==> config.mk <==
export PLATFORM = sky130hd
export DESIGN_NAME = regfile_wb_arbiter_flat
export DESIGN_NICKNAME = d
export VERILOG_FILES = /design/src/rtl/regfile_wb_arbiter_pkg.sv /design/src/rtl/regfile_wb_arbiter_if.sv /design/src/rtl/regfile_wb_arbiter_rr_arb2.sv /design/src/rtl/regfile_wb_arbiter.sv /design/src/flat_wrapper.sv
export SDC_FILE = /design/constraint.sdc
export NUM_CORES = 1
export LEC_CHECK = 0
export ABC_AREA = 1
export ABC_CLOCK_PERIOD_IN_PS = 3500
export CAP_MARGIN = 20
export CORE_ASPECT_RATIO = 0.5
export CORE_MARGIN = 4
export CORE_UTILIZATION = 37
export DETAILED_ROUTE_END_ITERATION = 8
export PLACE_DENSITY = 0.87
export SYNTH_ARGS = -nofsm -noshare
export SYNTH_HDL_FRONTEND = slang
export SYNTH_HIERARCHICAL = 1
export SYNTH_SLANG_ARGS = --single-unit
==> constraint.sdc <==
create_clock -name clk -period 3.5 [get_ports clk]
set_clock_uncertainty 0.05 [all_clocks]
set_input_delay 0.525 -clock clk [delete_from_list [all_inputs] [get_ports clk]]
set_output_delay 0.525 -clock clk [all_outputs]
set_load 0.02 [all_outputs]
==> src/rtl/regfile_wb_arbiter_pkg.sv <==
// Shared types and defaults for the register-file writeback arbiter.
package regfile_wb_arbiter_pkg;

    localparam int BANK_WIDTH_DEF = 5;
    localparam int WIDTH_DEF      = 64;
    localparam int CNT_WIDTH_DEF  = 16;

    // Writeback source; the value doubles as the request/grant bit index.
    typedef enum logic {
        SRC_EX  = 1'b0,
        SRC_MEM = 1'b1
    } wb_src_e;

    typedef struct packed {
        logic [BANK_WIDTH_DEF-1:0] addr;
        logic [WIDTH_DEF-1:0]      data;
    } wb_req_t;

    // The requester that should win a tie, given who won last.
    function automatic wb_src_e other_src(input wb_src_e src);
        wb_src_e res;
        case (src)
            SRC_EX:  res = SRC_MEM;
            SRC_MEM: res = SRC_EX;
            default: res = SRC_EX;
        endcase
        return res;
    endfunction

endpackage

==> src/rtl/regfile_wb_arbiter_if.sv <==
// Bus bundle between the EX/MEM writeback requesters, the regfile write port
// and the forward query ports.
interface regfile_wb_arbiter_if #(
    parameter int BANK_WIDTH = 5,
    parameter int WIDTH      = 64,
    parameter int CNT_WIDTH  = 16
);
    logic                  ex_valid;
    logic                  ex_ready;
    logic [BANK_WIDTH-1:0] ex_addr;
    logic [WIDTH-1:0]      ex_data;
    logic                  mem_valid;
    logic                  mem_ready;
    logic [BANK_WIDTH-1:0] mem_addr;
    logic [WIDTH-1:0]      mem_data;
    logic                  rf_we3;
    logic [BANK_WIDTH-1:0] rf_wa3;
    logic [WIDTH-1:0]      rf_wd3;
    logic [BANK_WIDTH-1:0] q_ra1;
    logic [BANK_WIDTH-1:0] q_ra2;
    logic                  fwd_hit1;
    logic                  fwd_hit2;
    logic [WIDTH-1:0]      fwd_data;
    logic [CNT_WIDTH-1:0]  contention;

    modport slave (
        input  ex_valid, ex_addr, ex_data, mem_valid, mem_addr, mem_data, q_ra1, q_ra2,
        output ex_ready, mem_ready, rf_we3, rf_wa3, rf_wd3, fwd_hit1, fwd_hit2, fwd_data,
               contention
    );

    modport master (
        output ex_valid, ex_addr, ex_data, mem_valid, mem_addr, mem_data, q_ra1, q_ra2,
        input  ex_ready, mem_ready, rf_we3, rf_wa3, rf_wd3, fwd_hit1, fwd_hit2, fwd_data,
               contention
    );
endinterface

==> src/rtl/regfile_wb_arbiter_rr_arb2.sv <==
// Two-way round-robin arbiter: req[0]=EX, req[1]=MEM. On a tie the requester
// that did not win last time is granted. Grants are forced off during reset.
module regfile_wb_arbiter_rr_arb2
    import regfile_wb_arbiter_pkg::*;
(
    input  logic       clk,
    input  logic       reset,
    input  logic [1:0] req,
    output logic [1:0] gnt
);
    wb_src_e    last_grant_r;
    logic [1:0] gnt_s;

    // Pick the winner from the request vector and the last-grant history.
    always_comb begin
        gnt_s = 2'b00;
        case (req)
            2'b01:   gnt_s = 2'b01;
            2'b10:   gnt_s = 2'b10;
            2'b11: begin
                if (other_src(last_grant_r) == SRC_EX) begin
                    gnt_s = 2'b01;
                end else begin
                    gnt_s = 2'b10;
                end
            end
            default: gnt_s = 2'b00;
        endcase
    end

    assign gnt = reset ? 2'b00 : gnt_s;

    // Remember who won the most recent handshake; MEM after reset so EX wins first.
    always_ff @(posedge clk or posedge reset) begin
        if (reset) begin
            last_grant_r <= SRC_MEM;
        end else if (gnt_s[0]) begin
            last_grant_r <= SRC_EX;
        end else if (gnt_s[1]) begin
            last_grant_r <= SRC_MEM;
        end else begin
            last_grant_r <= last_grant_r;
        end
    end

endmodule

==> src/rtl/regfile_wb_arbiter.sv <==
// Shares the regfile write port between EX and MEM writeback, stages the winner
// for one cycle, forwards the staged write and counts contention cycles.
module regfile_wb_arbiter
    import regfile_wb_arbiter_pkg::*;
#(
    parameter int BANK_WIDTH = BANK_WIDTH_DEF,
    parameter int WIDTH      = WIDTH_DEF,
    parameter int CNT_WIDTH  = CNT_WIDTH_DEF
)(
    input  logic                 clk,
    input  logic                 reset,
    regfile_wb_arbiter_if.slave  bus
);
    logic [1:0]            gnt_s;
    logic                  hs_s;
    logic                  both_s;
    logic [BANK_WIDTH-1:0] win_addr_s;
    logic [WIDTH-1:0]      win_data_s;
    logic                  rf_we3_r;
    logic [BANK_WIDTH-1:0] rf_wa3_r;
    logic [WIDTH-1:0]      rf_wd3_r;
    logic [CNT_WIDTH-1:0]  cnt_r;

    regfile_wb_arbiter_rr_arb2 u_arb (
        .clk   (clk),
        .reset (reset),
        .req   ({bus.mem_valid, bus.ex_valid}),
        .gnt   (gnt_s)
    );

    // A grant only exists with a valid request, so a grant is a handshake.
    assign hs_s   = |gnt_s;
    assign both_s = bus.ex_valid & bus.mem_valid;

    // Route the winning requester's address and data to the stage.
    always_comb begin
        win_addr_s = bus.ex_addr;
        win_data_s = bus.ex_data;
        if (gnt_s[1]) begin
            win_addr_s = bus.mem_addr;
            win_data_s = bus.mem_data;
        end else begin
            win_addr_s = bus.ex_addr;
            win_data_s = bus.ex_data;
        end
    end

    // Output stage: the enable already folds in the x0 suppression.
    always_ff @(posedge clk or posedge reset) begin
        if (reset) begin
            rf_we3_r <= 1'b0;
            rf_wa3_r <= {BANK_WIDTH{1'b0}};
            rf_wd3_r <= {WIDTH{1'b0}};
        end else if (hs_s) begin
            rf_we3_r <= (win_addr_s != {BANK_WIDTH{1'b0}});
            rf_wa3_r <= win_addr_s;
            rf_wd3_r <= win_data_s;
        end else begin
            rf_we3_r <= 1'b0;
            rf_wa3_r <= rf_wa3_r;
            rf_wd3_r <= rf_wd3_r;
        end
    end

    // Saturating count of cycles in which both requesters are valid.
    always_ff @(posedge clk or posedge reset) begin
        if (reset) begin
            cnt_r <= {CNT_WIDTH{1'b0}};
        end else if (both_s && (cnt_r != {CNT_WIDTH{1'b1}})) begin
            cnt_r <= cnt_r + {{(CNT_WIDTH-1){1'b0}}, 1'b1};
        end else begin
            cnt_r <= cnt_r;
        end
    end

    assign bus.ex_ready   = gnt_s[0];
    assign bus.mem_ready  = gnt_s[1];
    assign bus.rf_we3     = rf_we3_r;
    assign bus.rf_wa3     = rf_wa3_r;
    assign bus.rf_wd3     = rf_wd3_r;
    assign bus.fwd_hit1   = rf_we3_r & (rf_wa3_r == bus.q_ra1);
    assign bus.fwd_hit2   = rf_we3_r & (rf_wa3_r == bus.q_ra2);
    assign bus.fwd_data   = rf_wd3_r;
    assign bus.contention = cnt_r;

endmodule
==> src/flat_wrapper.sv <==
// flat-port wrapper written by rule: the top's interface ports become plain ports
module regfile_wb_arbiter_flat import regfile_wb_arbiter_pkg::*;
#(
    parameter int BANK_WIDTH = BANK_WIDTH_DEF,
    parameter int WIDTH      = WIDTH_DEF,
    parameter int CNT_WIDTH  = CNT_WIDTH_DEF
)
  (clk, reset, bus_ex_valid, bus_ex_addr, bus_ex_data, bus_mem_valid, bus_mem_addr, bus_mem_data, bus_q_ra1, bus_q_ra2, bus_ex_ready, bus_mem_ready, bus_rf_we3, bus_rf_wa3, bus_rf_wd3, bus_fwd_hit1, bus_fwd_hit2, bus_fwd_data, bus_contention);
  regfile_wb_arbiter_if #(.BANK_WIDTH(BANK_WIDTH), .WIDTH(WIDTH), .CNT_WIDTH(CNT_WIDTH)) bus_i ();
  input  logic clk;
  input  logic reset;
  input wire logic [$bits(bus_i.ex_valid)-1:0] bus_ex_valid;
  input wire logic [$bits(bus_i.ex_addr)-1:0] bus_ex_addr;
  input wire logic [$bits(bus_i.ex_data)-1:0] bus_ex_data;
  input wire logic [$bits(bus_i.mem_valid)-1:0] bus_mem_valid;
  input wire logic [$bits(bus_i.mem_addr)-1:0] bus_mem_addr;
  input wire logic [$bits(bus_i.mem_data)-1:0] bus_mem_data;
  input wire logic [$bits(bus_i.q_ra1)-1:0] bus_q_ra1;
  input wire logic [$bits(bus_i.q_ra2)-1:0] bus_q_ra2;
  output wire logic [$bits(bus_i.ex_ready)-1:0] bus_ex_ready;
  output wire logic [$bits(bus_i.mem_ready)-1:0] bus_mem_ready;
  output wire logic [$bits(bus_i.rf_we3)-1:0] bus_rf_we3;
  output wire logic [$bits(bus_i.rf_wa3)-1:0] bus_rf_wa3;
  output wire logic [$bits(bus_i.rf_wd3)-1:0] bus_rf_wd3;
  output wire logic [$bits(bus_i.fwd_hit1)-1:0] bus_fwd_hit1;
  output wire logic [$bits(bus_i.fwd_hit2)-1:0] bus_fwd_hit2;
  output wire logic [$bits(bus_i.fwd_data)-1:0] bus_fwd_data;
  output wire logic [$bits(bus_i.contention)-1:0] bus_contention;
  assign bus_i.ex_valid = bus_ex_valid;
  assign bus_i.ex_addr = bus_ex_addr;
  assign bus_i.ex_data = bus_ex_data;
  assign bus_i.mem_valid = bus_mem_valid;
  assign bus_i.mem_addr = bus_mem_addr;
  assign bus_i.mem_data = bus_mem_data;
  assign bus_i.q_ra1 = bus_q_ra1;
  assign bus_i.q_ra2 = bus_q_ra2;
  assign bus_ex_ready = bus_i.ex_ready;
  assign bus_mem_ready = bus_i.mem_ready;
  assign bus_rf_we3 = bus_i.rf_we3;
  assign bus_rf_wa3 = bus_i.rf_wa3;
  assign bus_rf_wd3 = bus_i.rf_wd3;
  assign bus_fwd_hit1 = bus_i.fwd_hit1;
  assign bus_fwd_hit2 = bus_i.fwd_hit2;
  assign bus_fwd_data = bus_i.fwd_data;
  assign bus_contention = bus_i.contention;
  regfile_wb_arbiter #(.BANK_WIDTH(BANK_WIDTH), .WIDTH(WIDTH), .CNT_WIDTH(CNT_WIDTH)) u_core (.clk(clk), .reset(reset), .bus(bus_i));
endmodule
---- Yosys cells after proc, flatten, opt, wreduce, memory -nomap -nowiden ----
Index checks and enable logic that the tools add are counted.
storage, ports and cells
  bits in registers ....................... 87
  input port bits ......................... 152
  output and inout bits ................... 154
  word-level logic and storage cells ...... 30
cells by class
  add/subtract/negate cells ............... 1
  equality and inequality tests ........... 6
  mux-type cells .......................... 10
  bitwise logic cells ..................... 4
  reduce and logical (&&, ||, !) cells .... 4
operators by type and width
  cell                                                             number
  64-bit 2-to-1 mux                                                1
  16-bit by 1-bit adder with 16-bit output, second input constant  1
  16-bit inequality test, second input constant                    1
  5-bit == test                                                    2
  2-bit one-hot mux with 3 select lines                            1
  5-bit 2-to-1 mux                                                 1
  5-bit nonzero test                                               1
  2-bit == test, second input constant                             2
  1-bit 2-to-1 mux                                                 4
  2-bit 2-to-1 mux                                                 2
  1-bit AND                                                        3
  2-bit by 1-bit == test with 1-bit output, second input constant  1
  1-bit one-hot mux with 2 select lines                            1
  2-bit nonzero test                                               1
  2-bit OR reduction                                               1
  1-bit logical AND                                                1
  1-bit inverter                                                   1

---- Depth between registers and ports, before layout ----
  word-level depth ........................ 9
  mapped depth ............................ 10
  mapped depth without buffers ............ 9

---- Modules after synthesis ----
The synthesis kept the hierarchy.
by module, submodules not included
  module                      instances  cells an instance  area an instance (um^2)
  regfile_wb_arbiter          1          615                4,777.1
  regfile_wb_arbiter_rr_arb2  1          12                 68.8

---- Worst setup path before layout ----
Ideal clock, no wire load.
  path kind ............................... input to register
  from .................................... input port reset
  to ...................................... register u_core.rf_wd3_r[10] (netlist: u_core/bus.fwd_data[10])
  data arrival time ....................... 1.711 ns
  path slack .............................. 1.614 ns
  stages .................................. 9
  path buffers ............................ 3
  path through ............................ clkinv_2 > nand2_1 > nor2_1 > buf_2 > inv_1 > buf_4 > buf_2 > nand3_1 > nand3_1
on the way
  cells in the longest elaborated chain, start to end .. 2
RTL lines
  what                                                            line                                                RTL
  from (decl)                                                     flat_wrapper.sv:11                                  input logic reset;
  2-bit 2-to-1 mux *                                              regfile_wb_arbiter_rr_arb2.sv:31                    assign gnt = reset ? 2'b00 : gnt_s;
  net bus_mem_ready                                               flat_wrapper.sv:21                                  output wire logic [$bits(bus_i.mem_ready)-1:0] bus_mem_ready;
  64-bit 2-to-1 mux / 2-bit OR reduction (equally long branches)  regfile_wb_arbiter.sv:39, regfile_wb_arbiter.sv:32
  to (signal assigned)                                            regfile_wb_arbiter.sv:53                            rf_wd3_r <= {WIDTH{1'b0}};
  to (signal assigned)                                            regfile_wb_arbiter.sv:57                            rf_wd3_r <= win_data_s;
  to (signal assigned)                                            regfile_wb_arbiter.sv:61                            rf_wd3_r <= rf_wd3_r;
  to (decl)                                                       regfile_wb_arbiter.sv:21                            logic [WIDTH-1:0] rf_wd3_r;
Mark *: on every way through the listed nets, which the timed path passes. The rest lies on a longest branch.
A chain may end at the register's enable or synchronous reset.

---- Worst setup path after layout ----
  from .................................... input port bus_mem_valid
  to ...................................... output port bus_mem_ready
on the way
  cells in the longest elaborated chain, start to end .. 3
RTL lines
  what                                                                              line                              RTL
  from (decl)                                                                       flat_wrapper.sv:15                input wire logic [$bits(bus_i.mem_valid)-1:0] bus_mem_valid;
  2-bit == test / 2-bit by 1-bit == test with 1-bit output (equally long branches)  regfile_wb_arbiter_rr_arb2.sv:17  case (req)
  2-bit one-hot mux with 3 select lines *                                           regfile_wb_arbiter_rr_arb2.sv:17
  2-bit 2-to-1 mux *                                                                regfile_wb_arbiter_rr_arb2.sv:31
  to (decl)                                                                         flat_wrapper.sv:21
Every way passes the cells marked *; elsewhere a longest branch is shown, timed or not.

==> qor.json <==
{
  "num_vias": {"value": 5044},
  "fin_setup_tns": {"value": 0, "unit": "ns"},
  "synth_seq_cells": {"value": 87},
  "num_io_pins": {"value": 306},
  "global_route.overflow_total": {"value": 0},
  "detail_route.first_pass.iterations": {"value": 5},
  "design.core.area": {"value": 12740, "unit": "sq um"},
  "worst-setup-path-type": {"value": "in -> out"},
  "setup.worst_path.end_class": {"value": "output port"},
  "post_cts_resized": {"value": 0},
  "tritoncts": {"value": "done"},
  "outcome": {"value": "finished clean"},
  "grt_pass1_vias": {"value": 5026},
  "die_h": {"value": 88.93, "unit": "um"},
  "area_growth_syn_to_layout": {"value": 63.85, "unit": "%"},
  "timing.final.crit_share": {"value": 78.02, "unit": "%"},
  "critPathArrivalTime": {"value": 2.16, "unit": "ns"},
  "routed_wire_length_per_instance": {"value": 16.57, "unit": "um"},
  "postRouteWirelength": {"value": 17.10, "unit": "mm"},
  "cts_hold_buffers": {"value": 0},
  "timing_hold_violations_final": {"value": 0},
  "ff2ff_path_depth": {"value": 7},
  "die-area": {"value": 15100, "unit": "sq um"},
  "worst_hold_slack": {"value": 0.4650, "unit": "ns"},
  "drt_iter0_markers": {"value": 352},
  "worst_setup_path_start_kind": {"value": "input pin"},
  "syn_nets": {"value": 780},
  "wire_length_of_the_first_global_routing_pass": {"value": 26.06, "unit": "mm"},
  "max_clock_freq": {"value": 366.2, "unit": "MHz"},
  "ctsRootBufferMaster": {"value": "sky130_fd_sc_hd__clkbuf_16"},
  "critPathRequiredTime": {"value": 2.92, "unit": "ns"},
  "post_placement_worst_setup_slack": {"value": 0.7835, "unit": "ns"},
  "crit_path_frequent_cell": {"value": "sky130_fd_sc_hd__clkdlybuf4s50_1"},
  "final.fill_count": {"value": 1069},
  "final.min_clock_period": {"value": 2.731, "unit": "ns"},
  "drv_cap": {"value": 0},
  "mostFrequentLayoutCells": {"value": "305 x sky130_fd_sc_hd__clkdlybuf4s50_1, 208 x sky130_fd_sc_hd__nand2_1, 133 x sky130_fd_sc_hd__nand3_1, 86 x sky130_fd_sc_hd__dfrtp_1, 21 x sky130_fd_sc_hd__inv_1"},
  "hold-path-cell-count": {"value": 2},
  "grt_antenna_before_repair": {"value": 0},
  "track_usage": {"value": 21.64, "unit": "%"},
  "num_rows": {"value": 29},
  "finish.utilization": {"value": 62.34, "unit": "%"},
  "worst_slew_pin_tran": {"value": 0.7235, "unit": "ns"},
  "globalplace.congestion": {"value": 0.8563},
  "ctsHtreeMaxLevel": {"value": 3},
  "path_cells": {"value": "clkdlybuf4s50_1, nand2_1, nor2_4, clkdlybuf4s50_1"},
  "clkLatencyLatePin": {"value": 0.33, "unit": "ns"},
  "final_layout_size_suffix_gt1_share": {"value": 5.568, "unit": "%"},
  "detailed_place_hpwl": {"value": 13.33, "unit": "mm"},
  "clock_path_buffers": {"value": 2},
  "layout_setup_ws": {"value": 0.7694, "unit": "ns"},
  "layoutNonFillerInstCount": {"value": 1032},
  "timing_max_transition_violations_final": {"value": 0},
  "finish.net_count": {"value": 1011},
  "diodes": {"value": 0},
  "worstHoldPathType": {"value": "reg -> reg"},
  "initial_core_util": {"value": 38.05, "unit": "%"},
  "count_of_unique_library_cells_instantiated_by_yosys": {"value": 30},
  "yosysWarningCount": {"value": 6},
  "grt_setup_unrepaired": {"value": "false"},
  "detail_route.drc_violations": {"value": 0},
  "place.port_buffers": {"value": 305},
  "synth.yosys.seq_area_share": {"value": 44.95, "unit": "%"},
  "cts.clk_slew.worst_paths": {"value": 0.06, "unit": "ns"},
  "postCtsSetupRepairBufs": {"value": 0},
  "cp_slowest_stage_delay": {"value": 0.66, "unit": "ns"},
  "layout_commonest_cell": {"value": "sky130_fd_sc_hd__clkdlybuf4s50_1"},
  "slowest_stage_cell_cp": {"value": "sky130_fd_sc_hd__clkdlybuf4s50_1"},
  "slew_headroom": {"value": 51.76, "unit": "%"},
  "cts_made_buffers": {"value": 9},
  "power_leakage": {"value": 0.003470, "unit": "uW"},
  "grt_max_degree": {"value": 65},
  "clock_sinks": {"value": 87},
  "cell_count_after_placement": {"value": 1017},
  "die_x": {"value": 169.8, "unit": "um"},
  "irDropWorstVdd": {"value": 240.8, "unit": "uV"},
  "routed_via_density": {"value": 4.888},
  "mappedNetlistArea": {"value": 4846, "unit": "sq um"},
  "setup_viol_count_final": {"value": 0},
  "syn_inst": {"value": 627},
  "worst-path-max-fanout": {"value": 10},
  "synthesis.area_per_instance": {"value": 7.729, "unit": "sq um"},
  "power.density_cell_area": {"value": 520.4, "unit": "nW/um^2"},
  "final_antenna_net_count": {"value": 0}
}
-- Yosys cell counts --
cell type,instances,area (sq um)
sky130_fd_sc_hd__o21ai_0,10,50.05
sky130_fd_sc_hd__nand3b_1,5,37.54
sky130_fd_sc_hd__buf_1,8,30.03
sky130_fd_sc_hd__nand4_1,6,37.54
sky130_fd_sc_hd__nor2_1,22,82.58
sky130_fd_sc_hd__buf_4,66,495.5
sky130_fd_sc_hd__nand2_1,208,780.8
sky130_fd_sc_hd__nor2_2,4,25.02
sky130_fd_sc_hd__or2_2,3,18.77
sky130_fd_sc_hd__o2111ai_1,4,35.03
sky130_fd_sc_hd__dfrtp_1,86,2152
sky130_fd_sc_hd__o21ai_1,4,20.02
sky130_fd_sc_hd__ha_1,1,12.51
sky130_fd_sc_hd__nand2_4,2,22.52
sky130_fd_sc_hd__nor2_4,3,33.78
sky130_fd_sc_hd__xnor2_1,5,43.79
sky130_fd_sc_hd__nor2_8,1,20.02
sky130_fd_sc_hd__clkinv_4,1,8.760
sky130_fd_sc_hd__dfstp_2,1,26.28
sky130_fd_sc_hd__nand3_1,133,665.6
sky130_fd_sc_hd__inv_2,1,3.750
sky130_fd_sc_hd__clkinv_2,1,5.000
sky130_fd_sc_hd__inv_1,23,86.33
sky130_fd_sc_hd__nor3_2,1,10.01
sky130_fd_sc_hd__buf_2,12,60.06
sky130_fd_sc_hd__clkbuf_1,7,26.28
sky130_fd_sc_hd__xor2_1,1,8.760
sky130_fd_sc_hd__nand2_2,4,25.02
sky130_fd_sc_hd__a21oi_1,2,10.01
sky130_fd_sc_hd__a31oi_1,2,12.51
-- layer usage --
layer / vias to the layer above / wire [um] / track usage, %
li1: 2429 / - / -
met1: 2410 / 6731 / 26.93
met2: 182 / 9156 / 39.52
met3: 23 / 922 / 4.461
met4: 0 / 288 / 4.894
met5: - / 0 / 0
-- metrics by stage --
stage / cell area, sq um / power (uW)
floorplan: 4846 / 2267
finish: 7940 / 4132
CTS: 7940 / 4172
global route: 7940 / 4332
detailed placement: 7594 / 3045
global placement: 7594 / 3012
-- power by group --
| group | switching, uW | internal (uW) | total [uW] | leakage (uW) |
|---|---|---|---|---|
| Clock | 375 | 733 | 1110 | 0.000169 |
| Sequential | 198 | 1190 | 1390 | 0.00108 |
| Combinational | 828 | 811 | 1640 | 0.00222 |
| Total | 1400 | 2730 | 4130 | 0.00347 |
-- cells by family after synthesis --
family	count (synthesis)	synth area share [%]
AOI/OAI and AO/OA	22	2.634
DFF	87	44.95
and+or+nand+nor	392	36.30
adders and majority gates	1	0.2582
buffers and inverters	119	14.77
xor gates and xnor gates	6	1.084
-- flip-flops by register name (all words and copies together) (netlist names) --
name	count
u_core/bus.rf_we3	1
u_core/bus.rf_wa3	5
u_core/bus.contention	16
u_core/bus.fwd_data	64
u_core/u_arb/last_grant_r	1
-- worst paths after layout --
path | slack (ns) | end | startpoint
max | 0.77 | bus_mem_ready | bus_mem_valid
min | 0.46 | u_core/bus.fwd_data[29]$_DFFE_PP0P_ | u_core/bus.fwd_data[29]$_DFFE_PP0P_
max reg2reg | 1.54 | u_core/bus.fwd_data[11]$_DFFE_PP0P_ | u_core/u_arb/last_grant_r$_DFFE_PP1P_
min reg2reg | 0.46 | u_core/bus.fwd_data[29]$_DFFE_PP0P_ | u_core/bus.fwd_data[29]$_DFFE_PP0P_
max in group asynchronous | 2.07 | u_core/bus.fwd_data[37]$_DFFE_PP0P_ | reset
min in group asynchronous | 0.54 | u_core/u_arb/last_grant_r$_DFFE_PP1P_ | reset
-- critical path: cells and delay by family --
family	cells	cell delay, ns
buffers and inverters	2	1.22
and+or+nand+nor	2	0.40
-- cell type report --
class / count / area (sq um) / share of cell area, %
clock inverter: 3 / 90.09 / 1.135
tap: 170 / 212.7 / 2.679
inverter: 26 / 105.1 / 1.324
multi-input combinational: 421 / 1972 / 24.83
timing repair buffer: 313 / 3126 / 39.36
clock buffer: 12 / 256.5 / 3.230
sequential: 87 / 2178 / 27.43
Power figures use the tool's default switching activity.
